<file path="config.mk">
export PLATFORM = sky130hd
export DESIGN_NAME = output_weight_update
export DESIGN_NICKNAME = d
export VERILOG_FILES = /design/src/rtl/output_weight_update.sv
export SDC_FILE = /design/constraint.sdc
export NUM_CORES = 1
export LEC_CHECK = 0
export BUFFER_PORTS_ARGS = -buffer_cell sky130_fd_sc_hd__buf_2
export CAP_MARGIN = 20
export CORE_UTILIZATION = 55
export CTS_BUF_LIST = sky130_fd_sc_hd__clkbuf_16
export DETAILED_ROUTE_END_ITERATION = 10
export MAX_ROUTING_LAYER = met4
export PLACE_DENSITY = 0.78
export SETUP_SLACK_MARGIN = 0.3
export SYNTH_ARGS = -nofsm -noshare
export SYNTH_HDL_FRONTEND = slang
export SYNTH_SLANG_ARGS = --single-unit
</file>
<file path="constraint.sdc">
create_clock -name clk_i -period 10.3 [get_ports clk_i]
set_input_delay 1.545 -clock clk_i [delete_from_list [all_inputs] [get_ports clk_i]]
set_output_delay 1.545 -clock clk_i [all_outputs]
set_load 0.005 [all_outputs]
</file>
<file path="src/rtl/output_weight_update.sv">
// Backward-pass weight update for the output neuron: error = predicted - target, then one weight per cycle.
// Optional epoch counter port epoch_cnt_o is enabled with macro WU_EPOCH_CNT_EN.
module output_weight_update #(
  parameter int N_IN     = 8,
  parameter int X_WIDTH  = 10,
  parameter int W_WIDTH  = 8,
  parameter int LR_SHIFT = 10
) (
  input  logic                      clk_i,
  input  logic                      rst_i,
  input  logic                      load_i,
  input  logic [N_IN*W_WIDTH-1:0]   w_init_i,
  input  logic                      start_i,
  input  logic [22:0]               predicted_i,
  input  logic [3:0]                target_i,
  input  logic [N_IN*X_WIDTH-1:0]   x_i,
  output logic                      busy_o,
  output logic                      done_o,
  output logic [N_IN*W_WIDTH-1:0]   w_o
`ifdef WU_EPOCH_CNT_EN
  ,
  output logic [15:0]               epoch_cnt_o
`endif
);

  localparam int K_WIDTH = (N_IN > 1) ? $clog2(N_IN) : 1;
  localparam int P_WIDTH = 16 + X_WIDTH;

  typedef enum logic [1:0] {
    S_IDLE = 2'd0,
    S_ERR  = 2'd1,
    S_UPD  = 2'd2,
    S_DONE = 2'd3
  } state_t;

  state_t                    state_q;
  logic [W_WIDTH-1:0]        w_q [N_IN];
  logic [K_WIDTH-1:0]        k_q;
  logic [22:0]               pred_q;
  logic [3:0]                tgt_q;
  logic [N_IN*X_WIDTH-1:0]   x_q;
  logic                      sgn_q;
  logic [15:0]               mag_q;
  logic                      busy_q;
  logic                      done_q;
`ifdef WU_EPOCH_CNT_EN
  logic [15:0]               epoch_q;
`endif

  logic [23:0]               err_s;
  logic [23:0]               abs_s;
  logic [15:0]               mag_d;
  logic [X_WIDTH-1:0]        x_k_s;
  logic [P_WIDTH-1:0]        prod_s;
  logic [P_WIDTH-1:0]        delta_s;
  logic [P_WIDTH-1:0]        w_ext_s;
  logic [P_WIDTH:0]          sum_s;
  logic [W_WIDTH-1:0]        w_upd_d;

  // Error magnitude (saturated to 16 bits) and per-weight saturating update.
  always_comb begin
    err_s   = {1'b0, pred_q} - {20'b0, tgt_q};
    abs_s   = err_s[23] ? (24'd0 - err_s) : err_s;
    mag_d   = (abs_s > 24'd65535) ? 16'hFFFF : abs_s[15:0];
    x_k_s   = x_q[int'(k_q)*X_WIDTH +: X_WIDTH];
    prod_s  = P_WIDTH'(mag_q) * P_WIDTH'(x_k_s);
    delta_s = prod_s >> LR_SHIFT;
    w_ext_s = P_WIDTH'(w_q[k_q]);
    sum_s   = {1'b0, w_ext_s} + {1'b0, delta_s};
    if (sgn_q) begin
      if (sum_s > (P_WIDTH+1)'({W_WIDTH{1'b1}})) begin
        w_upd_d = {W_WIDTH{1'b1}};
      end else begin
        w_upd_d = sum_s[W_WIDTH-1:0];
      end
    end else begin
      if (delta_s >= w_ext_s) begin
        w_upd_d = {W_WIDTH{1'b0}};
      end else begin
        w_upd_d = w_ext_s[W_WIDTH-1:0] - delta_s[W_WIDTH-1:0];
      end
    end
  end

  // Control FSM, operand capture, weight storage and registered status outputs.
  always_ff @(posedge clk_i or negedge rst_i) begin
    if (!rst_i) begin
      state_q <= S_IDLE;
      for (int i = 0; i < N_IN; i++) w_q[i] <= {W_WIDTH{1'b0}};
      k_q     <= {K_WIDTH{1'b0}};
      pred_q  <= 23'd0;
      tgt_q   <= 4'd0;
      x_q     <= {(N_IN*X_WIDTH){1'b0}};
      sgn_q   <= 1'b0;
      mag_q   <= 16'd0;
      busy_q  <= 1'b0;
      done_q  <= 1'b0;
`ifdef WU_EPOCH_CNT_EN
      epoch_q <= 16'd0;
`endif
    end else begin
      done_q <= 1'b0;
      case (state_q)
        S_IDLE: begin
          if (load_i) begin
            for (int i = 0; i < N_IN; i++) w_q[i] <= w_init_i[i*W_WIDTH +: W_WIDTH];
          end else if (start_i) begin
            pred_q  <= predicted_i;
            tgt_q   <= target_i;
            x_q     <= x_i;
            busy_q  <= 1'b1;
            state_q <= S_ERR;
          end else begin
            state_q <= S_IDLE;
          end
        end
        S_ERR: begin
          sgn_q   <= err_s[23];
          mag_q   <= mag_d;
          k_q     <= {K_WIDTH{1'b0}};
          state_q <= S_UPD;
        end
        S_UPD: begin
          w_q[k_q] <= w_upd_d;
          if (k_q == K_WIDTH'(N_IN - 1)) begin
            busy_q  <= 1'b0;
            state_q <= S_DONE;
          end else begin
            k_q <= k_q + K_WIDTH'(1);
          end
        end
        S_DONE: begin
          // done_o is registered, so it is visible on the cycle after DONE.
          done_q  <= 1'b1;
`ifdef WU_EPOCH_CNT_EN
          if (epoch_q != 16'hFFFF) epoch_q <= epoch_q + 16'd1;
`endif
          state_q <= S_IDLE;
        end
        default: begin
          busy_q  <= 1'b0;
          state_q <= S_IDLE;
        end
      endcase
    end
  end

  for (genvar g = 0; g < N_IN; g++) begin : g_wout
    assign w_o[g*W_WIDTH +: W_WIDTH] = w_q[g];
  end

  assign busy_o = busy_q;
  assign done_o = done_q;
`ifdef WU_EPOCH_CNT_EN
  assign epoch_cnt_o = epoch_q;
`endif

endmodule

</file>
==> metrics.yaml <==
run_status: "complete, no violations"
crit_path_max_incr_delay_ns: 0.60
design.core.area_sq_um: 27000
layout_worst_path_cycle_share_pct: 91.4
critical_path_arrival_ns: 9.71
worst_reg_to_reg_path_cell_count: 33
worstMarginPinSlew_ns: 0.923
period_needed_ns: 9.41
dpl.hpwl_mm: 33.4
globalRouteTotalUtil_pct: 32.4
worst_setup_hold_path_clk_slew_ns: 0.08
detail_route.iter0.violations: 1225
wl_mm: 43.8
postSynthNetCount: 1885
path_common_cell: "sky130_fd_sc_hd__fa_1"
maxSlewViolCount: 0
wire_length_of_the_first_global_routing_pass_mm: 69.3
areaGrowthSynthToFinish_pct: 14.5
clock_tree.htree_level_count: 4
initial_standard_cell_utilization_of_the_core_pct: 56.2
post-route-drc-count: 0
critPathLaunchType: "flop"
max_cap_viol_count: 0
chipWidth_um: 168
max-slew-margin-rel_pct: 38.5
detailroute.via_count: 12900
ctsRootBufferMaster: "sky130_fd_sc_hd__clkbuf_16"
ys_seq_area_share_pct: 32.1
report.final.hold_viol_count: 0
chipHeight_um: 168
critPathRequiredTime_ns: 10.60
grt_start_max_net_pins: 114
crit_path_category: "flop to flop"
top_library_cells_by_usage_in_the_layout_fill_and_taps_aside: "240 x sky130_fd_sc_hd__buf_2, 194 x sky130_fd_sc_hd__dfrtp_1, 125 x sky130_fd_sc_hd__inv_1"
report.final.setup_viol: 0
hp-class: "flop to flop"
setup_repair_after_global_routing_missed_its_margin: "false"
edff_count_synth: 0
globalRoute.totalOverflow: 0
io_pins: 241
num-nets-final: 2093
clk_latency_ns: 0.45
rows: 60
routabilityCongestion: 0.986
synth_cells: 1504
first_pass_iters: 8
syn_area_sq_um: 15200
io_buffers: 240
synth.ff_latch_count: 195
final_antenna_net_count: 0
initial_antenna_violation_count: 4
cts_tree: "yes"
cts_hold_buf: 0
wl_per_cell_um: 21.2
postSynthAreaPerCell_sq_um: 10.1
netlist-cell-type-count: 65
drive_gt1_share_pct: 25.3
timing.hold.worst_path_depth: 1
dominant_synthesized_flop_cell: "sky130_fd_sc_hd__dfrtp_1"
dieArea_sq_um: 28300
cts_buffers: 17
final_common_cell: "sky130_fd_sc_hd__buf_2"
fin_setup_tns_ns: 0
crit_fanout: 17
routed_via_density: 6.23
clk_path_buf_depth: 2
grt_pass1_vias: 12800
timing.fmax_mhz: 106
ys_async_sr_fraction_pct: 100
clock-skew-final_ns: 0.0263
clkSinkCount: 195
yosys_warnings: 0
crit_path_top_delay_cell: "sky130_fd_sc_hd__dfrtp_1"
worst_setup_path_end_kind: "flop"
==> path summary, 6_finish.rpt <==
check | from | slack [ns] | to
setup / recovery | k_q[2]$_DFFE_PN0P_ | 0.89 | w_o[49]$_DFFE_PN0P_
hold / removal | pred_q[21]$_DFFE_PN0P_ | 0.51 | pred_q[21]$_DFFE_PN0P_
setup reg to reg | k_q[2]$_DFFE_PN0P_ | 0.89 | w_o[49]$_DFFE_PN0P_
hold reg to reg | pred_q[21]$_DFFE_PN0P_ | 0.51 | pred_q[21]$_DFFE_PN0P_
max in group asynchronous | rst_i | 7.85 | tgt_q[0]$_DFFE_PN0P_
min in group asynchronous | rst_i | 1.18 | done_o$_DFF_PN0_
==> Yosys cell counts (3+ instances only) <==
cell type	instances	area, sq um
sky130_fd_sc_hd__dfrtp_1	195	4880
sky130_fd_sc_hd__inv_1	125	469
sky130_fd_sc_hd__a22oi_1	118	886
sky130_fd_sc_hd__mux2_2	114	1280
sky130_fd_sc_hd__fa_1	112	2240
sky130_fd_sc_hd__nand2_1	112	420
sky130_fd_sc_hd__ha_1	94	1180
sky130_fd_sc_hd__o21ai_0	82	410
sky130_fd_sc_hd__clkbuf_1	76	285
sky130_fd_sc_hd__nor2_1	60	225
sky130_fd_sc_hd__and2_1	53	332
sky130_fd_sc_hd__nor2b_1	44	275
sky130_fd_sc_hd__a21oi_1	38	190
sky130_fd_sc_hd__a21o_1	28	210
sky130_fd_sc_hd__nand2b_1	22	138
sky130_fd_sc_hd__xor2_1	20	175
sky130_fd_sc_hd__a31oi_1	19	119
sky130_fd_sc_hd__nand4_1	16	100
sky130_fd_sc_hd__mux2i_1	13	130
sky130_fd_sc_hd__nor3_1	13	65.1
sky130_fd_sc_hd__nand3_1	12	60.1
sky130_fd_sc_hd__xnor2_1	12	105
sky130_fd_sc_hd__and4_1	11	96.3
sky130_fd_sc_hd__a22o_1	10	87.6
sky130_fd_sc_hd__o21ai_1	9	45.0
sky130_fd_sc_hd__and3_1	8	50.1
sky130_fd_sc_hd__or3_1	8	50.1
sky130_fd_sc_hd__nor4_1	7	43.8
sky130_fd_sc_hd__o21bai_1	6	45.0
sky130_fd_sc_hd__a211oi_1	5	37.5
sky130_fd_sc_hd__o2111ai_1	5	43.8
sky130_fd_sc_hd__o21a_1	5	37.5
sky130_fd_sc_hd__o22ai_1	5	31.3
sky130_fd_sc_hd__a2111oi_0	3	26.3
sky130_fd_sc_hd__nor3b_1	3	22.5
==> per-layer routing <==
metal  up-vias  GRT usage [%]  part of all wire [%]
li1       5690              -                     -
met4         0           10.8                   2.4
met1      6442           45.5                    43
met2       674           48.6                    47
met3        86           4.68                   7.8
met5         -              -                     0
==> logic make-up after synthesis <==
group | Yosys count | synth area share (%)
buf+inv | 208 | 5.26
fa+ha+maj | 206 | 22.5
simple gates | 377 | 12.8
xor+xnor | 32 | 1.85
mux | 129 | 9.61
compound gates | 357 | 15.9
flops | 195 | 32.1
==> worst max-delay path: cells and delay by family, from the launching register on <==
kind	cells	cell delay, ns
adders and majority gates	8	3.57
AOI/OAI and AO/OA	13	2.82
and+or+nand+nor	7	1.31
buffers and inverters	4	0.76
DFF	1	0.60
xor gates and xnor gates	1	0.17
==> state kept, by name (all words and copies together) (netlist names) <==
name,count
busy_o,1
done_o,1
k_q,3
mag_q,16
pred_q,23
sgn_q,1
state_q,2
tgt_q,4
w_o,64
x_q,80
==> timing repair <==
action,4_1_cts,5_1_grt
endpoints found under the setup margin,0,64
resized for setup,0,6
setup buffers,0,10
==> cell type report <==
class                      count  area [sq um]
tap                          341           427
inverter                     125           469
clock buffer                  17           425
antenna                        4          10.0
sequential                   195          4880
fill                        2159          9640
multi-input combinational   1101          9540
clock inverter                15           169
timing repair buffer         272          1470
==> stage by stage <==
| step | utilization (%) | setup WS [ns] | cells | hold slack, ns | instance area [sq um] |
|---|---|---|---|---|---|
| floorplan | - | 1.31 | 1504 | 0.470 | 15200 |
| global placement | 61.6 | 1.01 | 2021 | 0.482 | 16700 |
| detailed placement | 61.7 | 0.605 | 2023 | 0.491 | 16700 |
| CTS | 63.9 | 0.600 | 2055 | 0.509 | 17300 |
| global route | 64.3 | 0.347 | 2070 | 0.518 | 17400 |
| finish | 64.3 | 0.890 | 2070 | 0.507 | 17400 |
Power is left out: the tool's default activity adds up to more than one toggle a clock period on the data nets, which glitch-free logic cannot reach.
